===== config.mk =====
export PLATFORM = sky130hd
export DESIGN_NAME = imem_loader
export DESIGN_NICKNAME = d
export VERILOG_FILES = /design/src/rtl/imem_loader.sv
export SDC_FILE = /design/constraint.sdc
export NUM_CORES = 1
export LEC_CHECK = 0
export ABC_AREA = 0
export CAP_MARGIN = 20
export CORE_ASPECT_RATIO = 1.2
export CORE_MARGIN = 4
export CORE_UTILIZATION = 48
export DETAILED_ROUTE_END_ITERATION = 10
export PLACE_DENSITY_LB_ADDON = 0.05
export SLEW_MARGIN = 20
export SYNTH_ARGS = -nofsm -noshare
export SYNTH_HDL_FRONTEND = slang
export SYNTH_SLANG_ARGS = --single-unit

===== constraint.sdc =====
create_clock -name clock -period 2.41 [get_ports clock]
set_input_delay 0.723 -clock clock [delete_from_list [all_inputs] [get_ports clock]]
set_output_delay 0.723 -clock clock [all_outputs]
set_load 0.01 [all_outputs]

===== src/rtl/imem_loader.sv =====
// imem_loader: boot-time loader that writes a big-endian word image into the
// instruction memory from a byte stream and holds the core until it is complete.
//
// state   | meaning
// IDLE    | waiting for start, core held
// LEN_HI  | accepting word count high byte
// LEN_LO  | accepting word count low byte, range check
// DATA    | accepting the four bytes of one word
// WRITE   | single-cycle instruction memory write
// DONE    | image written, core released
// ERROR   | word count exceeded capacity, core held
module imem_loader #(
  parameter int DEPTH_WORDS = 256,
  parameter int ADDR_W      = 32
) (
  input  logic              clock,
  input  logic              reset,
  input  logic              start,
  input  logic [7:0]        in_data,
  input  logic              in_valid,
  output logic              in_ready,
  output logic              mem_we,
  output logic [ADDR_W-1:0] mem_addr,
  output logic [31:0]       mem_wdata,
  output logic              cpu_hold,
  output logic              busy,
  output logic              done,
  output logic              error
);

  typedef enum logic [2:0] {
    S_IDLE,
    S_LEN_HI,
    S_LEN_LO,
    S_DATA,
    S_WRITE,
    S_DONE,
    S_ERROR
  } state_t;

  localparam logic [15:0] DEPTH_N = 16'(DEPTH_WORDS);

  state_t      state;
  state_t      state_next;
  logic [7:0]  len_hi;
  logic [15:0] len_full;
  logic [15:0] remaining;
  logic [1:0]  byte_idx;
  logic [23:0] word_sr;
  logic        take;

  logic        in_ready_nxt;
  logic        mem_we_nxt;
  logic        cpu_hold_nxt;
  logic        busy_nxt;
  logic        done_nxt;
  logic        error_nxt;

  // in_ready is a registered copy of "next state accepts bytes", so it is
  // already valid during the first cycle of LEN_HI/LEN_LO/DATA.
  assign take     = in_valid & in_ready;
  assign len_full = {len_hi, in_data};

  always_ff @(posedge clock) begin
    if (reset) begin
      state <= S_IDLE;
    end else begin
      state <= state_next;
    end
  end

  always_comb begin
    state_next = state;
    case (state)
      S_IDLE, S_DONE, S_ERROR: begin
        if (start) state_next = S_LEN_HI;
      end
      S_LEN_HI: begin
        if (take) state_next = S_LEN_LO;
      end
      S_LEN_LO: begin
        if (take) begin
          if (len_full == 16'd0) begin
            state_next = S_DONE;
          end else if (len_full > DEPTH_N) begin
            state_next = S_ERROR;
          end else begin
            state_next = S_DATA;
          end
        end
      end
      S_DATA: begin
        if (take && byte_idx == 2'd3) state_next = S_WRITE;
      end
      S_WRITE: begin
        if (remaining == 16'd1) begin
          state_next = S_DONE;
        end else begin
          state_next = S_DATA;
        end
      end
      default: state_next = S_IDLE;
    endcase
  end

  always_comb begin
    in_ready_nxt = 1'b0;
    mem_we_nxt   = 1'b0;
    cpu_hold_nxt = 1'b1;
    busy_nxt     = 1'b0;
    done_nxt     = 1'b0;
    error_nxt    = 1'b0;
    case (state_next)
      S_LEN_HI, S_LEN_LO, S_DATA: begin
        in_ready_nxt = 1'b1;
        busy_nxt     = 1'b1;
      end
      S_WRITE: begin
        mem_we_nxt = 1'b1;
        busy_nxt   = 1'b1;
      end
      S_DONE: begin
        done_nxt     = 1'b1;
        cpu_hold_nxt = 1'b0;
      end
      S_ERROR: begin
        error_nxt = 1'b1;
      end
      default: begin
        in_ready_nxt = 1'b0;
      end
    endcase
  end

  always_ff @(posedge clock) begin
    if (reset) begin
      in_ready  <= 1'b0;
      mem_we    <= 1'b0;
      mem_addr  <= '0;
      mem_wdata <= '0;
      cpu_hold  <= 1'b1;
      busy      <= 1'b0;
      done      <= 1'b0;
      error     <= 1'b0;
      len_hi    <= '0;
      remaining <= '0;
      byte_idx  <= '0;
      word_sr   <= '0;
    end else begin
      in_ready <= in_ready_nxt;
      mem_we   <= mem_we_nxt;
      cpu_hold <= cpu_hold_nxt;
      busy     <= busy_nxt;
      done     <= done_nxt;
      error    <= error_nxt;
      case (state)
        S_LEN_HI: begin
          if (take) len_hi <= in_data;
        end
        S_LEN_LO: begin
          if (take && state_next == S_DATA) begin
            remaining <= len_full;
            byte_idx  <= 2'd0;
            mem_addr  <= '0;
          end
        end
        S_DATA: begin
          // The first three bytes wait in word_sr; mem_wdata only changes
          // when a whole word is ready, so it is stable throughout WRITE.
          if (take) begin
            word_sr  <= {word_sr[15:0], in_data};
            byte_idx <= byte_idx + 2'd1;
            if (byte_idx == 2'd3) mem_wdata <= {word_sr, in_data};
          end
        end
        S_WRITE: begin
          mem_addr  <= mem_addr + ADDR_W'(4);
          remaining <= remaining - 16'd1;
        end
        default: begin
          len_hi <= len_hi;
        end
      endcase
    end
  end

endmodule

After elaboration in Yosys (flattened, before gate mapping)
Cells that the tools add are included.

$add $sub $neg: 3. Equality and inequality tests: 16. Multiply operators: 0. Divide/modulo/power cells: 0. Multiplexer cells: 21. Bitwise gates (word level): 1. Magnitude comparators: 1. Shifts and indexed selects: 0. Reductions and logical operators: 14.

Operators with widths (count): one-hot mux 32 bit (2 select lines) (1); adder 32 x 3 -> 32 bit (second input constant) (1); 2-to-1 mux 32 bit (1); one-hot mux 16 bit (2 select lines) (1); 2-to-1 mux 3 bit (7); equality test 3 bit (second input constant) (6); equality test 16 x 1 -> 1 bit (second input constant) (1); greater-than comparator 16 x 9 -> 1 bit (second input constant) (1); logical NOT 16 bit (1); 2-to-1 mux 16 bit (1); subtractor 16 x 1 -> 16 bit (second input constant) (1); one-hot mux 3 bit (5 select lines) (1); equality test 3 x 2 -> 1 bit (second input constant) (4); equality test 3 x 1 -> 1 bit (second input constant) (2); 2-to-1 mux 1 bit (6); AND reduction 2 bit (3); AND reduction 3 bit (2); OR reduction 3 bit (2); 2-to-1 mux 2 bit (2); != test 2 bit (second input constant) (2); one-hot mux 2 bit (2 select lines) (1); nonzero test 2 bit (2); OR reduction 4 bit (1); logical NOT 3 bit (1); other kinds (4) (5).

Flip-flop bits (word level): 123. Bits in latches: 0. Bits in read-only memories: 0. Word-level logic and storage cells: 69. Bits in writable memories: 0. Memories: 0. Bits of input ports: 12.

Logic depth before layout (Yosys ltp)
Depth after elaboration: 9. Gate-level depth with buffers: 9. Depth with buffers taken out: 7.

Worst setup path after synthesis
OpenSTA, ideal clock, no wires.

Path kind: in2reg. From: input port in_data[4]. To: register mem_addr[20]. Library setup time: 0.132 ns. Setup slack: -0.043 ns. Path buffers: 1. Arrival time: 2.321 ns. Stages on the path: 6. Cell sequence: nor4_1 a21boi_0 or4_1 nand2b_1 clkbuf_1 nor3_1.

Word-level cells in the longest chain between the ends: 9. Elaborated cells on any way between the ends: 10. Classes of those cells: order compare: 1; eq/ne: 2; mux: 4; reduce/logical: 3.

RTL lines: from (decl) (RTL line 19) `input logic [7:0] in_data,`; greater-than comparator 16 x 9 -> 1 bit (RTL line 85) `end else if (len_full > DEPTH_N) begin`; 2-to-1 mux 3 bit (RTL line 85); 2-to-1 mux 3 bit (*) (RTL line 83) `if (len_full == 16'd0) begin`; 2-to-1 mux 3 bit (*) (RTL line 82) `if (take) begin`; one-hot mux 3 bit (5 select lines) (*) (RTL line 74) `case (state)`; equality test 3 x 2 -> 1 bit (*) (RTL line 161) `if (take && state_next == S_DATA) begin`; logical AND 1 bit (*) (RTL line 161); != test 2 bit (no line) (*); AND reduction 2 bit (no line) (*); to (signal assigned) (RTL line 177) `mem_addr <= mem_addr + ADDR_W'(4);`; to (decl) (RTL line 23) `output logic [ADDR_W-1:0] mem_addr,`.

Mark *: on every way between the ends. The rest lies on a longest branch, timed or not. A chain may end at the register's enable or synchronous reset.

Worst setup path after layout
From: input port in_data[6]. To: register mem_addr[18].

Same word-level chain as after synthesis.

==> flow_summary_export.csv <==
group,metric,value,unit
floorplan,rows,40,
grt,antenna_found_initial,0,
layout,final_common_cell,"nand2_1",
timing,clock_skew,0.00729,ns
drt,via_count,4935,
synth,synth_ff_type,"dfxtp_1",
grt,use_met3,5.19,%
timing,hold_violations,0,
synth,synth_compound_area_share,16.8,%
synth,synth_top_family_by_area,"simple AND/OR/NAND/NOR gates",
critical_path,critPathMaxFanout,6,
layout,finalInstanceArea,7050,um^2
critical_path,crit_required,2.70,ns
power,p_leak,2.62,nW
power,vdd_drop_max,0.000555,V
clocking,cts_root_buf,"clkbuf_16",
clocking,clockBufferDepth,2,
layout,n_antenna_cell,0,
synth,seq_area_frac_synth,47.6,%
place,place_congestion,0.810,
power,clockPowerShare,57.2,%
timing,worst_slack,0.0744,ns
power,p_per_area,735,nW/um^2
critical_path,end_kind,"register",
synth,async_flop_share,0,%
grt,grt_busiest_layer,"met2",
grt,grt_pass1_wl,23100,um
place,portBuffers,79,
floorplan,die_h,121,um
clocking,cts_tree,"yes",
timing,clock.fmax,428,MHz
synth,synth_edf_count,0,
synth,synthAdderAreaFrac,0.983,%
power,switching_share,21.6,%
floorplan,core,10200,um^2
grt,groute.layer.met1.usage,30.0,%
timing,timing.hold.ws,0.453,ns
synth,ys_ff_latch,121,
clocking,worstSkewPairLatency,0.41,ns
floorplan,die-area,12300,um^2
critical_path,worst-setup-path-type,"input port to register",
floorplan,initial_utilization,49.9,%
drt,dr.pass1.iters,5,
outcome,status,"finished, final reports clean",
layout,fin_util,69.0,%
synth,synthTopCellsByArea,"dfxtp_1, a21oi_1, nand2_1, nor2_1, clkbuf_1",
synth,synth_xor_area_share,1.72,%
drt,drt-total-wl,13900,um
grt,grt_usage,23.4,%
power,p_total,5.18,mW
timing,worst_pin_slew,0.582,ns
synth,synthesis.area,5090,um^2
clocking,cts_buffers,17,
place,place_ws,-0.638,ns
power,p_sw,1.12,mW
grt,grt_use_met2,38.4,%
synth,syn_avg_cell_area,7.98,um^2
layout,finalNetCount,757,
timing,relSlewSlack,61.1,%
grt,grt_max_degree,61,
layout,layout_common_cells,"nand2_1, dfxtp_1, a21oi_1",
worst_hold_path,hp-class,"register to register",
synth,synth-simple-area-share,26.8,%
layout,final-instance-count-excl-fill,880,
timing,finalSetupViolCount,0,
timing,slew_violations,0,
floorplan,die_x,102,um
drt,ant_nets,0,
grt,gr-total-overflow,0,
drt,drtIter0Drc,224,
floorplan,io_pins,82,
synth,yosysWarnings,0,
critical_path,cp-start-kind,"input port",
synth,synth_cell_type_count,49,
synth,synth.mux.area_fraction,2.01,%
drt,drc,0,
clocking,cts.sinks,121,
timing,period_needed,2.34,ns
place,dp.cells,847,
power,intPower,4.06,mW
clocking,clk_pin_slew,0.06,ns
drt,post_drt_via_cell_ratio,5.61,
power,power.share.sequential,39.1,%
timing,min_period_over_period,96.9,%
flow_run,cap_violations,0,
grt,grt_pass1_vias,4794,
critical_path,arrival,2.63,ns
place,placed_area,6240,um^2
place,dp_hpwl,9350,um
clocking,cts_htree_levels,4,
synth,yosysTopAreaCell,"dfxtp_1",
timing,tns,0,ns
synth,netlist_instances,638,
drt,wire_per_inst,15.8,um
clocking,cts_setup_buffers,0,
power,power.share.combinational,3.7,%
layout,drive_above_1_share,13.1,%
synth,netlist.area_leader.share,47.6,%
layout,syn_to_final_growth,38.4,%
cells by family after synthesis:
kind of cell | count (synthesis)
simple gates | 290
flops | 121
xor+xnor | 10
compound gates | 154
other cells | 1
mux | 10
fa+ha+maj | 4
buf+inv | 48
synthesized netlist by cell type, types with 7 or more instances:
| master | number |
|---|---|
| nor3_1 | 20 |
| o21ai_0 | 24 |
| a21oi_1 | 101 |
| nor2_1 | 53 |
| nand3_1 | 18 |
| xnor2_1 | 7 |
| mux2i_1 | 8 |
| or3_1 | 11 |
| and3_1 | 12 |
| a311oi_1 | 8 |
| clkbuf_1 | 35 |
| nor4_1 | 8 |
| nand2_1 | 133 |
| inv_1 | 7 |
| dfxtp_1 | 121 |
worst max-delay path, stage by stage:
cell	delay, ns
clkdlybuf4s50_1	0.50
nor4_2	0.05
buf_4	0.14
and3b_2	0.23
or4_4	0.57
buf_4	0.18
nand2_1	0.06
mux2_2	0.14
nor2_1	0.03
routing by layer:
layer  routed length, um  vias up  part of all wire [%]
li1                    -     2435                     -
met1                6090     2357                    44
met2                7010      127                    50
met3                 598       16                   4.3
met4                 211        0                   1.5
met5                   0        -                     0
worst paths after layout:
| path | start | endpoint | slack (ns) | depth (start not counted) |
|---|---|---|---|---|
| worst max register to register | remaining[7]$_SDFFE_PP0P_ | cpu_hold$_SDFF_PP1_ | 0.13 | 7 |
| worst min-delay path | word_sr[22]$_SDFFE_PP0P_ | mem_wdata[30]$_SDFFE_PP0P_ | 0.45 | 2 |
| worst min register to register | word_sr[22]$_SDFFE_PP0P_ | mem_wdata[30]$_SDFFE_PP0P_ | 0.45 | 2 |
| worst max-delay path | in_data[6] | mem_addr[18]$_SDFFE_PP0P_ | 0.07 | 9 |
power groups by stage:
stage / logic, mW / registers (mW) / clock network (mW)
6_report: 0.191 / 2.02 / 2.97
5_1_grt: 0.206 / 2.02 / 3.11
4_1_cts: 0.182 / 2.02 / 2.99
3_5_place_dp: 0.178 / 2.07 / 0
3_3_place_gp: 0.175 / 2.07 / 0
2_1_floorplan: 0.0905 / 2.06 / 0
state kept, by name, summed over array words and instances, names as in the netlist:
name and count:
done 1, in_ready 1, mem_wdata 32, state 3, remaining 16, busy 1
mem_addr 30, error 1, word_sr 24, mem_we 1, len_hi 8, byte_idx 2
cpu_hold 1
area by class of cell:
type	count	area [um^2]
fillers	839	3160
multi-input cells	470	2560
flip-flops and latches	121	2420
repair buffers	124	1190
clock buffers	17	425
clock inverters	15	262
well taps	126	158
inverters	7	26.3
what timing repair did:
action	4_1_cts	5_1_grt
gates resized for setup	24	18
pin swaps	1	6
endpoints found under the setup margin	48	31
hold buffers	0	0
gates cloned	1	0
Note: power is estimated with default switching activity, not from simulation.
